## src/rtl/frame_serializer.sv

```systemverilog
// frame_serializer: captures a multi-word frame on request and streams it out
// one word per transfer as {sequence index, word}, with valid/ready handshake,
// selectable word order, abort, and a one-cycle completion pulse.
module frame_serializer #(
  parameter int WORD_WIDTH = 32,
  parameter int NUM_WORDS  = 8,
  parameter int IDX_WIDTH  = 3
) (
  input  logic                              clk,
  input  logic                              reset_n,
  input  logic                              start_serialize,
  output logic                              start_ready,
  input  logic                              msb_first,
  input  logic [WORD_WIDTH*NUM_WORDS-1:0]   input_data,
  input  logic                              abort,
  output logic [IDX_WIDTH+WORD_WIDTH-1:0]   output_data,
  output logic                              output_valid,
  input  logic                              output_ready,
  output logic                              serialization_done
);

  localparam int FRAME_WIDTH = WORD_WIDTH * NUM_WORDS;
  localparam int OUT_WIDTH   = IDX_WIDTH + WORD_WIDTH;
  localparam logic [IDX_WIDTH-1:0] LAST_IDX = IDX_WIDTH'(NUM_WORDS - 1);

  typedef enum logic [1:0] {
    IDLE = 2'd0,
    SEND = 2'd1,
    DONE = 2'd2
  } state_t;

  state_t                 r_state, w_state_next;
  logic [IDX_WIDTH-1:0]   r_seq, w_seq_next;
  logic [FRAME_WIDTH-1:0] r_shadow, w_shadow_next;
  logic                   r_msb, w_msb_next;
  logic [OUT_WIDTH-1:0]   r_out_data, w_out_data_next;
  logic                   r_out_valid, w_out_valid_next;
  logic                   r_done, w_done_next;
  logic                   r_start_ready, w_start_ready_next;

  // Word views of the live input frame and of the captured shadow copy
  logic [WORD_WIDTH-1:0]  w_in_words [NUM_WORDS];
  logic [WORD_WIDTH-1:0]  w_sh_words [NUM_WORDS];
  logic [IDX_WIDTH-1:0]   w_seq_inc;
  logic                   w_transfer;

  genvar gi;
  generate
    for (gi = 0; gi < NUM_WORDS; gi++) begin : g_words
      assign w_in_words[gi] = input_data[gi*WORD_WIDTH +: WORD_WIDTH];
      assign w_sh_words[gi] = r_shadow[gi*WORD_WIDTH +: WORD_WIDTH];
    end
  endgenerate

  // Physical word position for a sequence index under the chosen word order
  function automatic logic [IDX_WIDTH-1:0] word_pos(input logic msb,
                                                    input logic [IDX_WIDTH-1:0] seq);
    return msb ? (LAST_IDX - seq) : seq;
  endfunction

  assign w_seq_inc  = r_seq + IDX_WIDTH'(1);
  assign w_transfer = r_out_valid & output_ready;

  // State and registered-output update; reset clears everything immediately
  always_ff @(posedge clk or negedge reset_n) begin
    if (!reset_n) begin
      r_state       <= IDLE;
      r_seq         <= '0;
      r_shadow      <= '0;
      r_msb         <= 1'b0;
      r_out_data    <= '0;
      r_out_valid   <= 1'b0;
      r_done        <= 1'b0;
      r_start_ready <= 1'b1;
    end else begin
      r_state       <= w_state_next;
      r_seq         <= w_seq_next;
      r_shadow      <= w_shadow_next;
      r_msb         <= w_msb_next;
      r_out_data    <= w_out_data_next;
      r_out_valid   <= w_out_valid_next;
      r_done        <= w_done_next;
      r_start_ready <= w_start_ready_next;
    end
  end

  // Next-state and next-output logic; outputs are computed one cycle ahead
  // so every port comes straight from a register
  always_comb begin
    w_state_next       = r_state;
    w_seq_next         = r_seq;
    w_shadow_next      = r_shadow;
    w_msb_next         = r_msb;
    w_out_data_next    = r_out_data;
    w_out_valid_next   = r_out_valid;
    w_done_next        = 1'b0;
    w_start_ready_next = r_start_ready;

    unique case (r_state)
      IDLE: begin
        // abort is meaningless here, so a coincident start is still taken
        if (start_serialize) begin
          w_state_next       = SEND;
          w_seq_next         = '0;
          w_shadow_next      = input_data;
          w_msb_next         = msb_first;
          // First word comes from the live input so it is valid one cycle later
          w_out_data_next    = {{IDX_WIDTH{1'b0}},
                                w_in_words[msb_first ? LAST_IDX : {IDX_WIDTH{1'b0}}]};
          w_out_valid_next   = 1'b1;
          w_start_ready_next = 1'b0;
        end
      end

      SEND: begin
        if (abort) begin
          // abort wins over a simultaneous transfer and suppresses the done pulse
          w_state_next       = IDLE;
          w_seq_next         = '0;
          w_out_data_next    = '0;
          w_out_valid_next   = 1'b0;
          w_start_ready_next = 1'b1;
        end else if (w_transfer) begin
          if (r_seq == LAST_IDX) begin
            w_state_next     = DONE;
            w_out_valid_next = 1'b0;
            w_done_next      = 1'b1;
          end else begin
            // Present the following word on the very next cycle (no bubble)
            w_seq_next      = w_seq_inc;
            w_out_data_next = {w_seq_inc, w_sh_words[word_pos(r_msb, w_seq_inc)]};
          end
        end
        // Without a transfer all outputs simply hold
      end

      DONE: begin
        // Done pulse lasts one cycle regardless of abort or output_ready
        w_state_next       = IDLE;
        w_seq_next         = '0;
        w_start_ready_next = 1'b1;
      end

      default: begin
        w_state_next       = IDLE;
        w_seq_next         = '0;
        w_out_valid_next   = 1'b0;
        w_start_ready_next = 1'b1;
      end
    endcase
  end

  assign start_ready        = r_start_ready;
  assign output_data        = r_out_data;
  assign output_valid       = r_out_valid;
  assign serialization_done = r_done;

endmodule

```

## config.mk

```make
export PLATFORM = sky130hd
export DESIGN_NAME = frame_serializer
export DESIGN_NICKNAME = d
export VERILOG_FILES = /design/src/rtl/frame_serializer.sv
export SDC_FILE = /design/constraint.sdc
export NUM_CORES = 1
export LEC_CHECK = 0
export BUFFER_PORTS_ARGS = -buffer_cell sky130_fd_sc_hd__buf_2
export CAP_MARGIN = 20
export CORE_ASPECT_RATIO = 0.9
export CORE_MARGIN = 10
export CORE_UTILIZATION = 39
export CTS_CLUSTER_SIZE = 20
export DETAILED_ROUTE_END_ITERATION = 10
export SETUP_SLACK_MARGIN = 0.05
export SLEW_MARGIN = 40
export SYNTH_ARGS = -nofsm -noshare
export SYNTH_HDL_FRONTEND = slang
export SYNTH_SLANG_ARGS = --single-unit
```

## constraint.sdc

```tcl
create_clock -name clk -period 3 [get_ports clk]
set_input_delay 0.6 -clock clk [delete_from_list [all_inputs] [get_ports clk]]
set_output_delay 0.6 -clock clk [all_outputs]
set_load 0.01 [all_outputs]
```

After elaboration in Yosys (flattened, before gate mapping)
Cells that the tools add are included.
- flip-flop bits (word level): 300
- bits in latches: 0
- bits in writable memories: 0
- bits in read-only memories: 0
- input bits: 262
- output and inout bits: 38
- logic and storage cells: 67
- memories kept: 0
- $add $sub $neg: 2
- $mul: 0
- div/mod/pow operators: 0
- magnitude comparators: 2
- equal/unequal tests: 8
- shift-type cells: 0
- mux-type cells: 35
- bitwise operators: 4
- reduce and logical (&&, ||, !) cells: 8
- operators with widths (operator ; count):
    binary-select mux 32 bit (select 3 bit) ; 2
    2-to-1 mux 35 bit ; 4
    2-to-1 mux 32 bit ; 4
    case mux 35 bit (2 select lines) ; 1
    2-to-1 mux 3 bit ; 6
    2-to-1 mux 1 bit ; 10
    inequality test 3 bit (second input constant) ; 3
    greater-or-equal comparator 4 bit (second input constant) ; 2
    2-to-1 mux 2 bit ; 4
    inverter 3 -> 4 bit ; 2
    AND reduction 4 bit ; 2
    case mux 3 bit (2 select lines) ; 1
    AND reduction 3 bit ; 2
    inequality test 2 bit (second input constant) ; 2
    case mux 2 bit (2 select lines) ; 1
    AND reduction 2 bit ; 2
    adder 3 x 1 -> 3 bit (second input constant) ; 1
    equality test 3 bit (second input constant) ; 1
    case mux 1 bit (3 select lines) ; 1
    subtractor 3 bit (first input constant) ; 1
    equality test 2 x 1 -> 1 bit (second input constant) ; 1
    equality test 2 bit (second input constant) ; 1
    zero test 2 bit ; 1
    case mux 1 bit (2 select lines) ; 1
    other kinds (3) ; 3

Depth between registers and ports, before layout
- depth in word-level cells: 11
- depth in mapped cells: 10
- mapped depth without buffers: 6

Worst setup path after synthesis
Ideal clock, no wire load.
- path kind: register -> register
- from: reg r_seq[0]
- to: reg r_out_data[29] (netlist: output_data[29])
- library setup time: 0.095 ns
- arrival time: 2.001 ns
- data required time: 2.905 ns
- path slack: 0.903 ns
- stages on the path, launching flop included: 10
- buffers on the path: 3
- clock period less this slack: 2.097 ns
- cells stage by stage: dfrtp_1 -> ha_1 -> ha_1 -> buf_2 -> buf_2 -> buf_4 -> or3b_1 -> a22oi_1 -> a211oi_1 -> o31ai_1
- longest elaborated chain between the ends: 11
- elaborated cells between the ends (all ways): 14
- classes of those cells: 2 x add/sub; 2 x eq/ne; 8 x mux; 1 x bitwise; 1 x reduce/logical
- RTL lines (what ; RTL line ; RTL):
    start, declared ; 33 ; logic [IDX_WIDTH-1:0] r_seq, w_seq_next;
    start signal, assigned ; 77 ; r_seq <= w_seq_next;
    adder 3 x 1 -> 3 bit ; 61 ; assign w_seq_inc = r_seq + IDX_WIDTH'(1);
    subtractor 3 bit ; 58 ; return msb ? (LAST_IDX - seq) : seq;
    2-to-1 mux 3 bit ; 58 ;
    inverter 3 -> 4 bit (not written as such) ; 131 ; w_out_data_next = {w_seq_inc, w_sh_words[word_pos(r_msb, w_seq_inc)]};
    binary-select mux 32 bit (select 3 bit) ; 131 ;
    2-to-1 mux 32 bit (not written as such) (2 in series) ; 131 ;
    2-to-1 mux 35 bit ; 124 ; if (r_seq == LAST_IDX) begin
    2-to-1 mux 35 bit ; 123 ; end else if (w_transfer) begin
    2-to-1 mux 35 bit ; 116 ; if (abort) begin
    case mux 35 bit (2 select lines) ; 99 ; unique case (r_state)
    end signal, assigned ; 80 ; r_out_data <= w_out_data_next;
    end, declared ; 36 ; logic [OUT_WIDTH-1:0] r_out_data, w_out_data_next;
Parallel ways exist; a longest one is shown, timed or not. The select of a mux whose other input is x is not followed.
A chain may end at the register's enable or synchronous reset.

Worst setup path in the final report
- from: reg r_seq[0]
- to: reg r_out_data[18] (netlist: output_data[18])
The elaborated chain is that of the path after synthesis.

==> impl_metrics.csv <==
group,metric,value,unit
clock_tree,post_cts_resized,0,
clock_tree,h-tree-depth,2,
routing,drt-vias-per-instance,5.79,
placement,hpwlAfterDp,37.2,mm
routing,postRouteAntennaNets,0,
timing,timing.final.crit_period,2.80,ns
final_layout,post_route_cells_drive_above_1_share,43.2,%
clock_tree,clockRootBuffer,"sky130_fd_sc_hd__clkbuf_16",
timing,max_slew.worst_pin.slew,0.771,ns
power_and_ir_drop,power_per_cell_area,736,nW/µm²
routing,detail_route.first_pass.iterations,5,
routing,wire_per_inst,24.8,µm
logic_synthesis,synth_most_common_cell,"sky130_fd_sc_hd__dfrtp_1",
timing,skew,0.0217,ns
timing,setup_slack,0.197,ns
worst_setup_path,arrival,3.23,ns
clock_tree,clock_sink_total,300,
routing,dr.first_iter.drc_count,876,
logic_synthesis,synthTopCellsByArea,"sky130_fd_sc_hd__dfrtp_1, sky130_fd_sc_hd__mux2_2, sky130_fd_sc_hd__mux2i_1, sky130_fd_sc_hd__a22o_1, sky130_fd_sc_hd__a21o_1",
placement,place_area,18600,µm²
grt,grt_first_pass_wirelength,81.9,mm
timing,hold_violations,0,
job,drv_cap,0,
clock_tree,cts-root-to-sink-buffers,3,
timing,setup_tns,0,ns
floorplanning,core-area,41600,µm²
logic_synthesis,synth_commonest_cells,"sky130_fd_sc_hd__dfrtp_1, sky130_fd_sc_hd__mux2_2, sky130_fd_sc_hd__mux2i_1",
final_layout,num-nets-final,1851,
timing,grt_setup_unrepaired,"false",
worst_setup_path,ff2ff_path_depth,8,
worst_setup_path,cp_data_required_time,3.43,ns
final_layout,fin_area,19700,µm²
worst_setup_path,worstSetupStartpointType,"register",
timing,finalMaxSlewViolations,0,
hold_path,worstHoldPathType,"input pin to asynchronous set/reset pin",
power_and_ir_drop,max-vdd-ir-drop,0.000378,V
logic_synthesis,async_flop_share,100,%
logic_synthesis,netlist.area_leader.share,45.8,%
grt,grtUsageTotal,20.6,%
floorplanning,placement_rows,71,
power_and_ir_drop,power,0.0145,W
placement,placement.setup.worst_slack,0.240,ns
timing,setup_viol_count_final,0,
placement,place.gp.congestion,0.783,
floorplanning,starting_density_of_the_core,39.3,%
grt,grt-ovfl-total,0,
grt,antenna_violations_before_repair,4,
logic_synthesis,synth_seq_cells,300,
logic_synthesis,edff_count_synth,0,
worst_setup_path,criticalPathCategory,"register to register",
logic_synthesis,number_of_instances_in_the_synthesized_netlist,1341,
logic_synthesis,syn-mean-instance-area,12.2,µm²
logic_synthesis,synth.distinct_cells,40,
logic_synthesis,synthesis.nets,1605,
placement,port_buffer_cells,299,
floorplanning,die_x,236,µm
logic_synthesis,seq_area_frac_synth,46.0,%
clock_tree,cts.reportedPaths.clkPinSlew,0.06,ns
timing,maxClockFrequency,357,MHz
logic_synthesis,dominantRegCellSynth,"sky130_fd_sc_hd__dfrtp_1",
final_layout,signed_area_change_from_the_synthesized_netlist_to_the_final_layout,20.4,%
routing,drt-total-wl,53.6,mm
logic_synthesis,syn_area,16300,µm²
grt,grt_max_degree,111,
power_and_ir_drop,power.leakage,8.64,nW
routing,detailroute.via_count,12500,
worst_setup_path,cp-startpoint,"r_seq[0]$_DFFE_PN0P_",
worst_setup_path,critical_path.max_fanout,39,
routing,drt_drc_violations_left,0,
floorplanning,height_of_the_die,214,µm
worst_setup_path,critical_path.endpoint_type,"register",
clock_tree,number_of_buffers_inserted_by_post_cts_setup_repair,0,
clock_tree,cts_hold_repair.buffers,0,
worst_setup_path,r2r-start,"r_seq[0]$_DFFE_PN0P_",
timing,holdWs,0.0761,ns
floorplanning,floorplan.io_pins,300,
clock_tree,tritoncts.num_buffers,35,
logic_synthesis,synth.yosys.warnings,0,
floorplanning,design.die.area,50500,µm²
logic_synthesis,synth_top_area_cell,"sky130_fd_sc_hd__dfrtp_1",
timing,finalCritPeriodShare,93.4,%
timing,worst_slew_margin_rel,48.6,%
clock_tree,cts_tree,"done",
grt,via_count_of_the_first_global_routing_pass,13200,
clock_tree,clock_latency,0.55,ns
status,run_status,"completed",
## worst max-delay path: stages (launching register included)
cell	delay [ns]
sky130_fd_sc_hd__dfrtp_4	0.54
sky130_fd_sc_hd__ha_1	0.25
sky130_fd_sc_hd__ha_4	0.38
sky130_fd_sc_hd__buf_4	0.41
sky130_fd_sc_hd__nor2b_4	0.23
sky130_fd_sc_hd__buf_4	0.30
sky130_fd_sc_hd__a22o_1	0.20
sky130_fd_sc_hd__a211oi_1	0.07
sky130_fd_sc_hd__o31ai_1	0.32
## area by class of cell
cell class              count  area [µm²]
repair buffers            340        2050
multi-input cells         908        8300
flip-flops and latches    300        7510
diodes                      3        7.51
clock inverters             3        40.0
inverters                   2        7.51
clock buffers              57        1070
well taps                 547         684
fillers                  3798       21900
## registers in the layout, indices dropped and copies added (netlist names)
name / cells
r_state: 2
r_shadow: 256
output_data: 35
output_valid: 1
start_ready: 1
r_msb: 1
r_seq: 3
serialization_done: 1
## per-layer routing
| layer | global-route usage [%] | routed length [µm] | part of all wire, % | up-vias |
|---|---|---|---|---|
| li1 | - | - | - | 5640 |
| met1 | 27.4 | 24100 | 45 | 6379 |
| met2 | 33.0 | 24900 | 46 | 402 |
| met3 | 3.82 | 2970 | 5.5 | 92 |
| met4 | 7.30 | 1610 | 3.0 | 2 |
| met5 | 0 | 13 | 0.024 | - |
## power by group
group	internal (W)	switching (W)	leakage, nW	total (W)
Sequential	0.00498	0.000802	3.54	0.00578
Clock	0.00251	0.00171	0.544	0.00422
Combinational	0.00230	0.00218	4.55	0.00448
## cells by family after synthesis
kind of cell               Yosys count  share of synthesized area (%)
adders and majority gates            2                          0.153
muxes                              451                           29.6
and+or+nand+nor                    124                           4.91
buffers and inverters              133                           3.80
DFF                                300                           46.0
AOI/OAI and AO/OA                  331                           15.6
## path summary, 6_finish.rpt
check,to,slack (ns)
min in group clk,r_shadow[74]$_DFFE_PN0P_,0.28
max in group asynchronous,r_shadow[47]$_DFFE_PN0P_,2.03
setup / recovery,output_data[18]$_DFFE_PN0P_,0.20
hold / removal,r_shadow[222]$_DFFE_PN0P_,0.08
hold reg to reg,output_data[33]$_DFFE_PN0P_,0.49
setup reg to reg,output_data[18]$_DFFE_PN0P_,0.20
## placed cells by master (no fill, tap or decap), drive strengths merged, types with 3 or more instances in the layout
cell,n
nand3b,32
a211oi,32
mux2,258
or3b,32
a21o,67
diode,3
a22o,63
a22oi,31
o22ai,65
clkbuf,57
buf,340
nor2,41
dfrtp,299
o31ai,32
a221oi,33
mux2i,193
nor2b,7
nand2b,3
## stage by stage
stage                     std cells  utilization (%)
after global routing           2159             47.3
after global placement         2090             44.2
after CTS                      2157             47.3
after floorplan                1341                -
after detailed placement       2097             44.6
final                          2160             47.3
Power figures use the tool's default switching activity.
